`src/rtl/mau_pkg.sv`:
```
// Shared encodings for the memory access unit: op codes, exception codes, FSM states.
package mau_pkg;

  typedef enum logic [2:0] {
    OP_LW  = 3'd0,
    OP_LH  = 3'd1,
    OP_LHU = 3'd2,
    OP_LB  = 3'd3,
    OP_LBU = 3'd4,
    OP_SW  = 3'd5,
    OP_SH  = 3'd6,
    OP_SB  = 3'd7
  } op_e;

  localparam logic [4:0] EXC_ADEL        = 5'd4;
  localparam logic [4:0] EXC_ADES        = 5'd5;
  localparam logic [4:0] EXC_BUS_TIMEOUT = 5'd7;

  typedef enum logic [1:0] {
    ST_IDLE = 2'd0,
    ST_BUS  = 2'd1,
    ST_RESP = 2'd2
  } state_e;

  function automatic logic is_store(input op_e op);
    return (op == OP_SW) || (op == OP_SH) || (op == OP_SB);
  endfunction

  function automatic logic misaligned(input op_e op, input logic [1:0] addr_lo);
    case (op)
      OP_LW, OP_SW:         return addr_lo != 2'b00;
      OP_LH, OP_LHU, OP_SH: return addr_lo[0];
      default:              return 1'b0;
    endcase
  endfunction

endpackage

```
`src/rtl/mau_lane.sv`:
```
// Byte-lane steering: store data/byte enables onto the bus, load extraction from the bus word.
// Purely combinational, no latency, no flow control.
module mau_lane
  import mau_pkg::*;
(
  input  op_e         op,
  input  logic [1:0]  addr_lo,
  input  logic [31:0] wdata,
  input  logic [31:0] rdata,
  output logic [3:0]  be,
  output logic [31:0] wdata_lane,
  output logic [31:0] load_data
);

  logic [7:0]  rd_byte;
  logic [15:0] rd_half;

  assign rd_byte = 8'(rdata >> {addr_lo, 3'b000});
  assign rd_half = addr_lo[1] ? rdata[31:16] : rdata[15:0];

  always_comb begin
    be         = 4'b1111;
    wdata_lane = wdata;
    load_data  = rdata;
    case (op)
      OP_SB: begin
        be         = 4'b0001 << addr_lo;
        wdata_lane = {24'b0, wdata[7:0]} << {addr_lo, 3'b000};
      end
      OP_SH: begin
        be         = addr_lo[1] ? 4'b1100 : 4'b0011;
        wdata_lane = addr_lo[1] ? {wdata[15:0], 16'b0} : {16'b0, wdata[15:0]};
      end
      OP_LB:   load_data = {{24{rd_byte[7]}}, rd_byte};
      OP_LBU:  load_data = {24'b0, rd_byte};
      OP_LH:   load_data = {{16{rd_half[15]}}, rd_half};
      OP_LHU:  load_data = {16'b0, rd_half};
      default: ;
    endcase
  end

endmodule

```
`src/rtl/mem_access_unit.sv`:
```
// Load/store unit, one access in flight: accept -> bus (until ack) -> one-cycle response, 2 cycles minimum, no response back-pressure.
// Define MAU_BUS_TIMEOUT_EN to abort a bus wait after TIMEOUT_CYCLES with exception code 7.
module mem_access_unit
  import mau_pkg::*;
#(
  parameter int TIMEOUT_CYCLES = 255
) (
  input  logic        clk,
  input  logic        reset,
  input  logic        req_valid,
  output logic        req_ready,
  input  logic [2:0]  req_op,
  input  logic [31:0] req_addr,
  input  logic [31:0] req_wdata,
  input  logic [31:0] req_pc,
  output logic        resp_valid,
  output logic [31:0] resp_rdata,
  output logic        resp_exc,
  output logic [4:0]  resp_exccode,
  output logic [31:0] resp_pc,
  output logic        bus_req,
  output logic        bus_we,
  output logic [31:0] bus_addr,
  output logic [3:0]  bus_be,
  output logic [31:0] bus_wdata,
  input  logic        bus_ack,
  input  logic [31:0] bus_rdata
);

  state_e      state, state_nxt;
  op_e         req_op_e, op_q;
  logic [31:0] addr_q, wdata_q, pc_q, rdata_q;
  logic        exc_q;
  logic [4:0]  code_q;
  logic        req_mis, tmo_hit;
  logic [3:0]  lane_be;
  logic [31:0] lane_wdata, lane_load;

  assign req_op_e = op_e'(req_op);
  assign req_mis  = misaligned(req_op_e, req_addr[1:0]);

`ifdef MAU_BUS_TIMEOUT_EN
  localparam int CW = $clog2(TIMEOUT_CYCLES + 1);
  logic [CW-1:0] tmo_cnt;

  always_ff @(posedge clk or negedge reset) begin
    if (!reset)                 tmo_cnt <= '0;
    else if (state != ST_BUS)   tmo_cnt <= '0;
    else if (!bus_ack)          tmo_cnt <= tmo_cnt + 1'b1;
  end

  // Fires in the TIMEOUT_CYCLES-th ack-less bus cycle; an ack that cycle still wins.
  assign tmo_hit = (state == ST_BUS) && !bus_ack && (tmo_cnt == CW'(TIMEOUT_CYCLES - 1));
`else
  localparam int timeout_unused = TIMEOUT_CYCLES;
  assign tmo_hit = 1'b0;
`endif

  always_ff @(posedge clk or negedge reset) begin
    if (!reset) state <= ST_IDLE;
    else        state <= state_nxt;
  end

  always_comb begin
    state_nxt  = state;
    req_ready  = 1'b0;
    bus_req    = 1'b0;
    resp_valid = 1'b0;
    case (state)
      ST_IDLE: begin
        req_ready = reset;
        if (req_valid) state_nxt = req_mis ? ST_RESP : ST_BUS;
      end
      ST_BUS: begin
        bus_req = 1'b1;
        if (bus_ack || tmo_hit) state_nxt = ST_RESP;
      end
      ST_RESP: begin
        resp_valid = 1'b1;
        state_nxt  = ST_IDLE;
      end
      default: state_nxt = ST_IDLE;
    endcase
  end

  always_ff @(posedge clk or negedge reset) begin
    if (!reset) begin
      op_q    <= OP_LW;
      addr_q  <= '0;
      wdata_q <= '0;
      pc_q    <= '0;
      rdata_q <= '0;
      exc_q   <= 1'b0;
      code_q  <= '0;
    end else if (state == ST_IDLE && req_valid) begin
      op_q    <= req_op_e;
      addr_q  <= req_addr;
      wdata_q <= req_wdata;
      pc_q    <= req_pc;
      rdata_q <= '0;
      exc_q   <= req_mis;
      code_q  <= req_mis ? (is_store(req_op_e) ? EXC_ADES : EXC_ADEL) : 5'd0;
    end else if (state == ST_BUS) begin
      if (bus_ack) begin
        rdata_q <= bus_rdata;
      end else if (tmo_hit) begin
        exc_q  <= 1'b1;
        code_q <= EXC_BUS_TIMEOUT;
      end
    end
  end

  mau_lane u_lane (
    .op         (op_q),
    .addr_lo    (addr_q[1:0]),
    .wdata      (wdata_q),
    .rdata      (rdata_q),
    .be         (lane_be),
    .wdata_lane (lane_wdata),
    .load_data  (lane_load)
  );

  // Bus fields are held at zero outside BUS so the memory side sees a clean idle bus.
  assign bus_we       = bus_req && is_store(op_q);
  assign bus_addr     = bus_req ? {addr_q[31:2], 2'b00} : 32'd0;
  assign bus_be       = bus_req ? lane_be : 4'd0;
  assign bus_wdata    = bus_we ? lane_wdata : 32'd0;

  assign resp_exc     = resp_valid && exc_q;
  assign resp_exccode = resp_valid ? code_q : 5'd0;
  assign resp_rdata   = (resp_valid && !exc_q && !is_store(op_q)) ? lane_load : 32'd0;
  assign resp_pc      = pc_q;

endmodule

```
`config.mk`:
```
export PLATFORM = sky130hd
export DESIGN_NAME = mem_access_unit
export DESIGN_NICKNAME = d
export VERILOG_FILES = /design/src/rtl/mau_pkg.sv /design/src/rtl/mau_lane.sv /design/src/rtl/mem_access_unit.sv
export SDC_FILE = /design/constraint.sdc
export NUM_CORES = 1
export LEC_CHECK = 0
export CORE_MARGIN = 1
export CORE_UTILIZATION = 30
export DETAILED_ROUTE_END_ITERATION = 12
export GPL_TIMING_DRIVEN = 0
export PLACE_DENSITY = 0.61
export SYNTH_ARGS = -nofsm -noshare
export SYNTH_HDL_FRONTEND = slang
export SYNTH_HIERARCHICAL = 1
export SYNTH_SLANG_ARGS = --single-unit
export TNS_END_PERCENT = 50
```
`constraint.sdc`:
```
create_clock -name clk -period 2.2 [get_ports clk]
set_input_delay 0.33 -clock clk [delete_from_list [all_inputs] [get_ports clk]]
set_output_delay 0.33 -clock clk [all_outputs]
set_load 0.02 [all_outputs]
```
Word level (Yosys, flattened, before mapping):

Cells that the tools add are included.

* bits in registers: 139
* output and inout bits: 142
* logic and storage cells: 71
* input port bits: 135

* mux-type cells: 24
* equality and inequality tests: 16
* shifts and indexed selects: 3
* reduce and logical (&&, ||, !) cells: 20

Operators by type and width (number)
* 32-bit two-way mux: 7
* 32-bit case mux with 4 select lines: 1
* 32-bit case mux with 2 select lines: 1
* 8-bit by 5-bit << shifter with 32-bit output: 1
* 32-bit by 5-bit right shift with 8-bit output: 1
* 3-bit equality test, second input constant: 7
* 16-bit two-way mux: 1
* 3-bit by 2-bit equality test with 1-bit output, second input constant: 3
* 4-bit two-way mux: 2
* 4-bit case mux with 2 select lines: 1
* 3-bit by 1-bit equality test with 1-bit output, second input constant: 2
* 2-bit two-way mux: 3
* 2-bit nonzero test: 3
* 1-bit logical AND: 5
* 5-bit two-way mux: 1
* 1-bit logical OR: 4
* 1-bit two-way mux: 4
* 2-bit inequality test, second input constant: 2
* 2-bit case mux with 2 select lines: 1
* 2-bit AND reduction: 2
* 1-bit by 2-bit << shifter with 4-bit output, first input constant: 1
* 3-bit logical NOT: 1
* 3-bit two-way mux: 1
* 3-bit OR reduction: 1
* 6 further kinds: 7

Logic depth before layout (Yosys ltp):

* depth after elaboration: 6
* gate-level depth with buffers: 7
* depth with buffers taken out: 5

Cells and area by module:

Netlist, hierarchy kept.

Modules (own cells, without submodules)
* mem_access_unit: times used 1, sequential area each 3378.2 µm², cells each 635, area each 5846.9 µm²
* mau_lane: times used 1, sequential area each 0.0 µm², cells each 187, area each 1445.1 µm²

Worst setup path before layout:

OpenSTA, ideal clock, no wires.

* kind: register -> output
* start: reg op_q[0]
* end: out resp_rdata[21]
* stages on the path, launching flop included: 8
* data arrival time: 1.792 ns
* slack: 0.078 ns
* required time: 1.870 ns
* path buffers: 3
* cells stage by stage: dfrtp_1 buf_4 or2_2 buf_4 xnor2_2 buf_2 a211o_1 and2_1

* elaborated cells between the ends (all ways): 13
* those cells by class: eq/ne: 7; mux: 2; reduce/logical: 4

RTL lines
* from (decl): RTL line mem_access_unit.sv:31 `op_e req_op_e, op_q;`
* from (signal assigned): RTL line mem_access_unit.sv:96 `op_q <= req_op_e;`
* 3-bit by 2-bit equality test with 1-bit output (tied with other cells): RTL line mau_lane.sv:25 `case (op)`
* 32-bit case mux with 4 select lines (*): RTL line mau_lane.sv:25
* net lane_load[21]: RTL line mem_access_unit.sv:37 `logic [31:0] lane_wdata, lane_load;`
* 32-bit two-way mux (*): RTL line mem_access_unit.sv:131 `assign resp_rdata = (resp_valid && !exc_q && !is_store(op_q)) ? lane_load : 32'd0;`
* to (decl): RTL line mem_access_unit.sv:17 `output logic [31:0] resp_rdata,`

The timed path passes the listed nets; every way through them passes the cells marked *.

Worst setup path after layout:

* start: reg addr_q[1]
* end: out resp_rdata[16]

* word-level cells in the longest chain between the ends: 3
* elaborated cells between the ends (all ways): 4
* those cells by class: shift: 1; mux: 3

Ends and longest elaborated chain
* from (decl): RTL line mem_access_unit.sv:32 `logic [31:0] addr_q, wdata_q, pc_q, rdata_q;`
* from (signal assigned): RTL line mem_access_unit.sv:97 `addr_q <= req_addr;`
* 32-bit by 5-bit right shift with 8-bit output / 16-bit two-way mux (equally long branches): RTL line mau_lane.sv:18, mau_lane.sv:19
* 32-bit case mux with 4 select lines (*): RTL line mau_lane.sv:25
* net lane_load[16]: RTL line mem_access_unit.sv:37
* 32-bit two-way mux (*): RTL line mem_access_unit.sv:131

Marks and branches as above.

==> qor.yml <==
dr_total_vias: 7111
dpl.cell_count: 1417
rrSetupSlack_ps: 680
synth_area_per_cell_um2: 8.87
skew_ps: 11.4
crit_chain: "buf_6 > mux4_2 > nor2b_4 > buf_4 > a211o_1 > and2_4 > buf_6"
min_to: "resp_pc[15]"
fin_cells: 1492
cts_root_buffer: "clkbuf_16"
worstMarginPinSlew_ps: 619
dr.pass1.iters: 5
powerDensity_nw_per_um2: 1230
ios: 277
finalCriticalPeriod_ps: 2610
critPathLaunchType: "flip-flop"
cts_tree: "built"
initial_utilization: 0.308
nets: 1295
placementRows: 56
synth_common_cells: "nand2_1, dfrtp_1, and2_1"
routed_wl_um: 26500
busiest_layer: "met2"
hp-class: "in -> reg"
numCtsBuffers: 17
n_antenna_cell: 0
postRouteAntennaNets: 0
gp_congestion: 0.835
drive_gt1_frac: 0.269
pre_cts_ws_ps: -945
worst_slack_ps: -413
critPathCaptureType: "output pin"
reg2reg_to: "wdata_q[6]"
grt_pass1_wl_um: 40100
grt_usage: 0.215
fin_hold_ws_ps: 421
path_max_fanout: 5
port_buffers: 271
p_leak_nw: 5.96
ys_warn_count: 6
die_area_um2: 24900
setup_violations: 68
crit_slowest_cell: "mux4_2"
grt_max_degree: 72
syn_area_um2: 7290
yosysSeqAreaShare: 0.463
clk_pin_slew_worst_paths_ps: 70
via_per_inst: 4.77
ys_seq_elements: 135
hold_depth: 3
die_w_um: 158
global_route.usage.met2: 0.348
crit_type: "reg -> out"
wl_per_cell_um: 17.7
yosysMostFrequentCell: "nand2_1"
synth_top_cell_area_share: 0.463
violations: "negative setup slack"
htree_levels: 4
use_met1: 0.270
final_hold_viol_count: 0
overflow: 0
drc_errors: 0
grt_pass1_vias: 7140
clock_latency_ps: 430
antenna_found_initial: 2
syn2layout_area_growth_pct: 63.5
hp-start: "req_pc[15]"
max-vdd-ir-drop_v: 0.000598
async_flop_share: 1.00
total_power_mw: 14.6
slew_viol_final: 0
cts_num_sinks: 135
outcome: "finished, violations left"
worstPathRequired_ps: 1870
path_buf_inv: 3
hpwlAfterDp_um: 18500
relSlewSlack: 0.587
critPathArrivalTime_ps: 2280
grtUsageMet3: 0.0641
critPathMostFrequentCell: "buf_6"
synthCells: 822
fmax_mhz: 383
cap_violations: 0
die_y_um: 158
finalCritPeriodShare: 1.19
r2r_start: "state[0]"
synth_edf_count: 0
drtIter0Drc: 334
rsz0062_at_grt: "true"
cp_top_family: "multiplexers"
r2r_cells: 6
ys_types: 51
coreArea_um2: 23700
yosysTopAreaCell: "dfrtp_1"
synthFlopType: "dfrtp_1"
synthTopCellsByArea: "dfrtp_1, nand2_1, and2_1, a22o_1, mux4_2"
clockBufferDepth: 2
slowest_delay_ps: 520
how the worst max path moves through the flow:
| stage | start | cells after the start | slack [ps] | end |
|---|---|---|---|---|
| 4_1_cts | addr_q[1] | 7 | -410 | resp_rdata[24] |
| 3_3_place_gp | reset | 1 | -5050 | resp_pc[15] |
| 3_5_place_dp | op_q[2] | 6 | -950 | bus_wdata[23] |
| 6_report | addr_q[1] | 7 | -410 | resp_rdata[16] |
| 2_1_floorplan | op_q[0] | 7 | 80 | resp_rdata[21] |
| 5_1_grt | addr_q[1] | 7 | -480 | resp_rdata[24] |
metrics by stage:
step                       util  TNS, ps  area [um2]
after floorplan               -        0        7310
after global routing      0.503   -21970       11900
after detailed placement  0.441   -44460       10400
after CTS                 0.495   -15200       11700
final                     0.503   -17210       11900
after global placement    0.440  -729610       10400
report_power, final:
| group | leakage, nW | internal (mW) | switching, mW |
|---|---|---|---|
| Clock | 0.301 | 1.74 | 1.29 |
| Combinational | 3.96 | 3.60 | 3.66 |
| Sequential | 1.70 | 3.49 | 0.848 |
sequential cells by signal, indices dropped and copies added (netlist names):
| name | count |
|---|---|
| op_q | 3 |
| addr_q | 32 |
| rdata_q | 32 |
| code_q | 2 |
| wdata_q | 32 |
| resp_pc | 32 |
| state | 2 |
layer usage:
| metal | vias to the layer above | share of wire |
|---|---|---|
| met1 | 3379 | 0.41 |
| met4 | 2 | 0.026 |
| met3 | 38 | 0.087 |
| met5 | - | 0.00049 |
| li1 | 3402 | - |
| met2 | 290 | 0.47 |
worst min-delay path, cell delays in order:
cell	delay, ps
clkdlybuf4s50_1	390
nand2_1	50
nand2_1	40
cell type report:
cell class | instances | area, um2
Fill cell | 2307 | 11800
Multi-Input combinational cell | 622 | 3840
Sequential cell | 135 | 3380
Timing Repair Buffer | 319 | 3190
Buffer | 60 | 463
Clock buffer | 17 | 425
Tap cell | 319 | 399
Clock inverter | 15 | 204
Inverter | 5 | 25.0
cell families (layout without fill, tap and decap cells):
| kind of cell | Yosys count | after routing | synth area share |
|---|---|---|---|
| AOI/OAI and AO/OA | 135 | 135 | 0.149 |
| and+or+nand+nor | 468 | 471 | 0.301 |
| other | 1 | 5 | 0.000514 |
| xor gates and xnor gates | 2 | 2 | 0.00343 |
| buffers and inverters | 72 | 416 | 0.0571 |
| DFF | 135 | 135 | 0.463 |
| muxes | 9 | 9 | 0.0261 |
cells in the final DEF (no fill, tap or decap), types with 10 or more instances in the layout:
cell and count:
clkdlybuf4s15_1 12, nor2b_1 18, a21o_1 10, clkdlybuf4s50_1 166, and2_4 50, buf_6 83, dfrtp_1 132, and2_1 53
buf_4 40, nand2_1 301, buf_2 31, clkbuf_2 15, dlygate4sd2_1 10, nand2b_1 11, a21oi_1 10, a22o_1 56
a211o_1 16, clkbuf_16 19
timing repair:
item,in CTS,in global routing
cloned,7,1
endpoints found under the hold margin,65,135
gates resized for setup,532,90
pin swaps,25,12
buffers inserted,28,12
hold buffers,2,1
endpoints found under the setup margin,103,97
No activity file was read; power rests on OpenSTA's default activity.
